### config.mk
export PLATFORM = sky130hd
export DESIGN_NAME = rmii_rx_deframer
export DESIGN_NICKNAME = d
export VERILOG_FILES = /design/src/rtl/rmii_rx_deframer.sv
export SDC_FILE = /design/constraint.sdc
export NUM_CORES = 1
export LEC_CHECK = 0
export ABC_CLOCK_PERIOD_IN_PS = 4700
export BUFFER_PORTS_ARGS = -buffer_cell sky130_fd_sc_hd__buf_2
export CAP_MARGIN = 20
export CORE_MARGIN = 3
export CORE_UTILIZATION = 59
export DETAILED_ROUTE_END_ITERATION = 8
export PLACE_DENSITY = 0.78
export SETUP_SLACK_MARGIN = 0.02
export SLEW_MARGIN = 20
export SYNTH_ARGS = -nofsm -noshare
export SYNTH_HDL_FRONTEND = slang
export SYNTH_SLANG_ARGS = --single-unit
### constraint.sdc
create_clock -name clk -period 4.7 [get_ports clk]
set_input_delay 0.47 -clock clk [delete_from_list [all_inputs] [get_ports clk]]
set_output_delay 0.47 -clock clk [all_outputs]
set_load 0.05 [all_outputs]
### src/rtl/rmii_rx_deframer.sv
// rmii_rx_deframer
//   Receive-side RMII front end (100 Mb/s, one dibit per 50 MHz clock).
//   Strips preamble/SFD, assembles dibits LSB-first into bytes, runs the
//   Ethernet CRC-32 residue check, enforces frame length limits and emits a
//   byte stream with sof/eof markers plus per-frame status and counters.
//
// Ports
//   clk          RMII 50 MHz reference clock
//   rst          asynchronous, active-high reset
//   i_erxd       receive dibit, bit 0 earliest in time
//   i_erx_dv     CRS_DV, used as pure data-valid
//   i_erx_er     PHY receive error
//   o_rx_data    received byte
//   o_rx_valid   one-cycle strobe qualifying o_rx_data
//   o_rx_sof     first byte of a frame
//   o_rx_eof     last byte of a frame (last FCS byte)
//   o_rx_crc_ok  with eof: CRC residue matched
//   o_rx_err     with eof: any error in the frame
//   o_rx_len     with eof: byte count including FCS
//   o_good_cnt   saturating count of error-free frames
//   o_bad_cnt    saturating count of errored and dropped frames
module rmii_rx_deframer #(
  parameter int MIN_PRE = 4,
  parameter int MIN_LEN = 64,
  parameter int MAX_LEN = 1522,
  parameter int LEN_W   = 11
) (
  input  logic             clk,
  input  logic             rst,
  input  logic [1:0]       i_erxd,
  input  logic             i_erx_dv,
  input  logic             i_erx_er,
  output logic [7:0]       o_rx_data,
  output logic             o_rx_valid,
  output logic             o_rx_sof,
  output logic             o_rx_eof,
  output logic             o_rx_crc_ok,
  output logic             o_rx_err,
  output logic [LEN_W-1:0] o_rx_len,
  output logic [15:0]      o_good_cnt,
  output logic [15:0]      o_bad_cnt
);

  localparam int                 PRE_W     = (MIN_PRE < 1) ? 1 : $clog2(MIN_PRE + 1);
  localparam logic [PRE_W-1:0]   MIN_PRE_C = PRE_W'(MIN_PRE);
  localparam logic [LEN_W-1:0]   MIN_LEN_C = LEN_W'(MIN_LEN);
  localparam logic [LEN_W-1:0]   MAX_LEN_C = LEN_W'(MAX_LEN);
  localparam logic [31:0]        CRC_POLY  = 32'hEDB88320;
  localparam logic [31:0]        CRC_RES   = 32'hDEBB20E3;

  typedef enum logic [2:0] {
    S_IDLE,
    S_PRE,
    S_DATA,
    S_END,
    S_DROP
  } state_t;

  // Reflected CRC-32 update over one byte, LSB first, no final inversion.
  function automatic logic [31:0] crc_byte(input logic [31:0] crc, input logic [7:0] d);
    logic [31:0] c;
    c = crc ^ {24'h0, d};
    for (int i = 0; i < 8; i++) begin
      c = c[0] ? ((c >> 1) ^ CRC_POLY) : (c >> 1);
    end
    return c;
  endfunction

  function automatic logic [15:0] sat_inc16(input logic [15:0] v);
    return (v == 16'hFFFF) ? v : v + 16'd1;
  endfunction

  function automatic logic [LEN_W-1:0] sat_inc_len(input logic [LEN_W-1:0] v);
    return (v == '1) ? v : v + 1'b1;
  endfunction

  function automatic logic [PRE_W-1:0] sat_inc_pre(input logic [PRE_W-1:0] v);
    return (v == '1) ? v : v + 1'b1;
  endfunction

  // ---- stage p0: pin registers ----
  logic [1:0] erxd_p0;
  logic       dv_p0;
  logic       er_p0;

  always_ff @(posedge clk or posedge rst) begin
    if (rst) begin
      erxd_p0 <= 2'b00;
      dv_p0   <= 1'b0;
      er_p0   <= 1'b0;
    end else begin
      erxd_p0 <= i_erxd;
      dv_p0   <= i_erx_dv;
      er_p0   <= i_erx_er;
    end
  end

  // ---- stage p1: framing FSM and byte assembly ----
  state_t           state_q, state_d;
  logic [PRE_W-1:0] pre_cnt;
  logic [7:0]       asm_p1;
  logic [1:0]       phase;
  logic [31:0]      crc;
  logic [LEN_W-1:0] len_cnt;
  logic             er_seen;
  logic [7:0]       hold_p1;
  logic             vld_p1;
  logic             sof_pend;

  logic pre_start, pre_inc, sfd_hit, dibit_shift, end_frame, drop_done;
  logic [7:0] byte_w;
  logic crc_ok_w, frame_err_w;

  // The fourth dibit lands in bits [7:6]; the earlier three are in asm_p1[7:2].
  assign byte_w      = {erxd_p0, asm_p1[7:2]};
  assign crc_ok_w    = (crc == CRC_RES);
  assign frame_err_w = er_seen | (phase != 2'd0) | (len_cnt < MIN_LEN_C) |
                       (len_cnt > MAX_LEN_C) | !crc_ok_w;

  always_ff @(posedge clk or posedge rst) begin
    if (rst) state_q <= S_IDLE;
    else     state_q <= state_d;
  end

  always_comb begin
    state_d     = state_q;
    pre_start   = 1'b0;
    pre_inc     = 1'b0;
    sfd_hit     = 1'b0;
    dibit_shift = 1'b0;
    end_frame   = 1'b0;
    drop_done   = 1'b0;
    case (state_q)
      // END is a single cycle; it also watches the pins so a frame that
      // starts right after a one-cycle gap keeps its first preamble dibit.
      S_IDLE, S_END: begin
        end_frame = (state_q == S_END);
        if (!dv_p0) begin
          state_d = S_IDLE;
        end else if (erxd_p0 == 2'b01) begin
          state_d   = S_PRE;
          pre_start = 1'b1;
        end else begin
          state_d = S_DROP;
        end
      end
      S_PRE: begin
        if (!dv_p0) begin
          state_d = S_IDLE;
        end else if (erxd_p0 == 2'b01) begin
          pre_inc = 1'b1;
        end else if (erxd_p0 == 2'b11 && pre_cnt >= MIN_PRE_C) begin
          state_d = S_DATA;
          sfd_hit = 1'b1;
        end else begin
          state_d = S_DROP;
        end
      end
      S_DATA: begin
        if (!dv_p0) state_d = S_END;
        else        dibit_shift = 1'b1;
      end
      S_DROP: begin
        if (!dv_p0) begin
          state_d   = S_IDLE;
          drop_done = 1'b1;
        end
      end
      default: state_d = S_IDLE;
    endcase
  end

  // ---- stage p2: output registers and statistics ----
  always_ff @(posedge clk or posedge rst) begin
    if (rst) begin
      pre_cnt     <= '0;
      asm_p1      <= 8'h00;
      phase       <= 2'd0;
      crc         <= 32'hFFFFFFFF;
      len_cnt     <= '0;
      er_seen     <= 1'b0;
      hold_p1     <= 8'h00;
      vld_p1      <= 1'b0;
      sof_pend    <= 1'b0;
      o_rx_data   <= 8'h00;
      o_rx_valid  <= 1'b0;
      o_rx_sof    <= 1'b0;
      o_rx_eof    <= 1'b0;
      o_rx_crc_ok <= 1'b0;
      o_rx_err    <= 1'b0;
      o_rx_len    <= '0;
      o_good_cnt  <= 16'h0000;
      o_bad_cnt   <= 16'h0000;
    end else begin
      o_rx_valid  <= 1'b0;
      o_rx_sof    <= 1'b0;
      o_rx_eof    <= 1'b0;
      o_rx_crc_ok <= 1'b0;
      o_rx_err    <= 1'b0;
      o_rx_len    <= '0;

      if (pre_start)    pre_cnt <= PRE_W'(1);
      else if (pre_inc) pre_cnt <= sat_inc_pre(pre_cnt);

      if (sfd_hit) begin
        crc      <= 32'hFFFFFFFF;
        len_cnt  <= '0;
        er_seen  <= 1'b0;
        phase    <= 2'd0;
        vld_p1   <= 1'b0;
        sof_pend <= 1'b1;
      end

      if (dibit_shift) begin
        if (er_p0) er_seen <= 1'b1;
        asm_p1 <= byte_w;
        phase  <= phase + 2'd1;
        if (phase == 2'd3) begin
          crc     <= crc_byte(crc, byte_w);
          len_cnt <= sat_inc_len(len_cnt);
          hold_p1 <= byte_w;
          vld_p1  <= 1'b1;
          // One-byte hold so the final byte can be tagged eof once dv drops.
          if (vld_p1) begin
            o_rx_data  <= hold_p1;
            o_rx_valid <= 1'b1;
            o_rx_sof   <= sof_pend;
            sof_pend   <= 1'b0;
          end
        end
      end

      if (end_frame) begin
        vld_p1   <= 1'b0;
        sof_pend <= 1'b0;
        if (vld_p1) begin
          o_rx_data   <= hold_p1;
          o_rx_valid  <= 1'b1;
          o_rx_sof    <= sof_pend;
          o_rx_eof    <= 1'b1;
          o_rx_crc_ok <= crc_ok_w;
          o_rx_err    <= frame_err_w;
          o_rx_len    <= len_cnt;
          if (frame_err_w) o_bad_cnt  <= sat_inc16(o_bad_cnt);
          else             o_good_cnt <= sat_inc16(o_good_cnt);
        end else begin
          o_bad_cnt <= sat_inc16(o_bad_cnt);
        end
      end

      if (drop_done) o_bad_cnt <= sat_inc16(o_bad_cnt);
    end
  end

endmodule
==> qor.yml <==
run_status:
  status: "finished, final reports clean"
floorplan:
  pin_count: 62
  rows: 36
  core-area_um2: 9819
  fp.dieArea_um2: 11410
  initial_utilization: 0.6110
  die_h_um: 106.8
  dieWidth_um: 106.8
logic_synthesis:
  synth_edf_count: 0
  synth_area_leader: "dfrtp_1"
  yosys-top-cells-area: "dfrtp_1 (40%), dfstp_2 (14%), xnor2_1 (9.9%)"
  synthesis.area_per_instance_um2: 10.33
  synth_top_area_frac: 0.4004
  syn_inst: 581
  synth_nets: 594
  synth.yosys.seq_area_share: 0.5406
  synth-seq-cells: 128
  synthesis_warnings: 0
  dominantRegCellSynth: "dfrtp_1"
  list_of_most_frequent_post_synthesis_cells: "dfrtp_1 (96), nand2_1 (91), xnor2_1 (68)"
  area_of_the_mapped_netlist_um2: 6000
  synthMostInstantiatedCell: "dfrtp_1"
  async_reset_ff_frac: 1.000
  synth.distinct_cells: 52
power:
  static-leakage-power_nw: 3.326
  worst_ir_drop_vdd_mv: 0.3312
  power_density_nw_per_um2: 374.6
cts:
  clock_tree.buffer_depth: 2
  post_cts_resize_count: 0
  cts_max_level: 4
  numClockSinks: 128
  cts-root-buf: "clkbuf_8"
  tritoncts.num_buffers: 17
  postCtsHoldBufs: 0
  clkLatencyLatePin_ps: 510
  cts.clk_slew.worst_paths_ps: 60
  clock_tree_from_tritoncts: "yes"
  post_cts_buffers: 0
placed_design:
  hpwlAfterDp_mm: 8.302
  globalplace.congestion: 0.9529
  place.port_buffers: 61
  placedCellCount: 760
sta:
  final.period_utilization: 0.5945
  timing_worst_slew_pin_value_ps: 914.7
  report.final.setup_viol: 0
  timing.max_slew.rel_slack: 0.3858
  finalClockSkew_ps: 6.489
  final-max-slew-violation-count: 0
  setup_repair_after_global_routing_missed_its_margin: "no"
  clock.fmax_mhz: 357.9
  finalCriticalPeriod_ps: 2794
  hold_viol: 0
  setup-tns-final_ps: 0
final_layout:
  layout-area-overhead-vs-synth_pct: 16.85
  drive_gt1_frac: 0.2124
  insertedDiodeCount: 0
  post_layout_nonfiller_instances: 792
  fin_nets: 659
grt:
  grt_util_all_layers: 0.2329
  grt_overflow_total: 0
  grt_pass1_wl_mm: 21.17
  antenna_found_initial: 0
  grt_pass1_vias: 4280
  grt_start_max_net_pins: 89
setup_path:
  end_kind: "flip-flop"
  crit_path_kind: "reg -> reg"
  timing.critical_path.fanout_max: 13
  startpoint_type: "flip-flop"
  timing.critical_path.required_ps: 5130
  timing.critical_path.arrival_ps: 3220
  regToRegSetupSlack_ps: 1910
routing:
  post_drt_wl_per_cell_um: 15.36
  detail_route.drc_violations: 0
  postRouteAntennaNets: 0
  viasPerCell: 5.614
  wirelength_mm: 12.16
  dr_total_vias: 4446
  count_of_tritonroute_iterations_in_the_first_routing_pass: 5
  detail_route.iter0.violations: 307
worst_hold_path:
  worst_hold_path_type: "in -> reg"
flow_run:
  maxCapViolCount: 0
[state kept, by name, indices dropped and copies added (netlist names), 2 cells and up, named ones only]
| name | flops |
|---|---|
| asm_p1 | 6 |
| crc | 32 |
| erxd_p0 | 2 |
| hold_p1 | 8 |
| len_cnt | 11 |
| o_bad_cnt | 16 |
| o_good_cnt | 16 |
| o_rx_len | 11 |
| phase | 2 |
| pre_cnt | 3 |
| state_q | 3 |
[kinds of logic after synthesis]
family | synth area share
xor gates and xnor gates | 0.1516
AOI/OAI and AO/OA | 0.07070
and+or+nand+nor | 0.1925
adders and majority gates | 0.01460
muxes | 0.007299
buffers and inverters | 0.02273
DFF | 0.5406
[power breakdown]
group / internal (mW) / switching, mW
Clock: 0.785 / 0.478
Sequential: 1.13 / 0.0347
Combinational: 0.0548 / 0.144
Total: 1.97 / 0.656
[layer usage]
| layer | part of all wire | up-vias | wire, µm | GRT usage |
|---|---|---|---|---|
| li1 | - | 2108 | - | - |
| met1 | 0.44 | 2197 | 5397 | 0.3163 |
| met2 | 0.50 | 128 | 6030 | 0.3763 |
| met3 | 0.050 | 13 | 613 | 0.05418 |
| met4 | 0.0099 | 0 | 121 | 0.07032 |
| met5 | 0 | - | 0 | 0 |
[placed cells by master (no fill, tap or decap), drive strengths merged, types with 2 or more instances in the layout]
cell,n
a211oi,2
a21oi,34
a22o,2
a31oi,2
a41oi,3
and2,3
and3,21
and4,3
buf,66
bufinv,2
clkbuf,20
clkinv,5
clkinvlp,4
dfrtp,96
dfstp,32
ha,7
inv,15
mux2,3
nand2,91
nand2b,4
nand3,19
nand4,12
nand4b,4
nor2,47
nor2b,2
nor3,15
nor4,3
nor4bb,3
o21ai,12
o22a,5
or3,3
or4,2
xnor2,68
xor2,35
[path summary, 6_finish.rpt]
check	from	endpoint	depth (start not counted)
setup / recovery	crc[13]	o_good_cnt[11]	6
hold / removal	i_erx_dv	dv_p0	1
setup reg to reg	crc[13]	o_good_cnt[11]	6
hold reg to reg	hold_p1[1]	flip-flop	2
max in group asynchronous	rst	o_good_cnt[7]	3
min in group asynchronous	rst	asynchronous set/reset pin	2
[critical path, stage by stage, from the launching register on]
cell and delay [ps]:
dfstp_2 540, or4b_1 440, nor4_1 320, nand4_1 280
or4_4 610, nor4_1 320, xor2_1 190
[final cells by class]
| class | instances | area [µm²] |
|---|---|---|
| Timing Repair Buffer | 66 | 342.8 |
| Fill cell | 753 | 2809 |
| Multi-Input combinational cell | 419 | 2620 |
| Clock inverter | 12 | 135.1 |
| Sequential cell | 128 | 3243 |
| Tap cell | 133 | 166.4 |
| Inverter | 14 | 57.56 |
| Clock buffer | 20 | 445.4 |
[metrics by stage]
| stage | hold slack (ps) | utilization | total power, mW | cell area (µm²) | setup WS [ps] |
|---|---|---|---|---|---|
| CTS | 39.74 | 0.7137 | 2.652 | 7008 | 1908 |
| finish | 60.31 | 0.7139 | 2.626 | 7010 | 1906 |
| global placement | 454.2 | 0.6546 | 1.379 | 6427 | 2049 |
| detailed placement | 453.8 | 0.6546 | 1.384 | 6427 | 1935 |
| floorplan | 438.6 | - | 1.334 | 6000 | 870.3 |
| global route | 41.45 | 0.7139 | 2.725 | 7010 | 1766 |
Note: power is estimated with default switching activity, not from simulation.
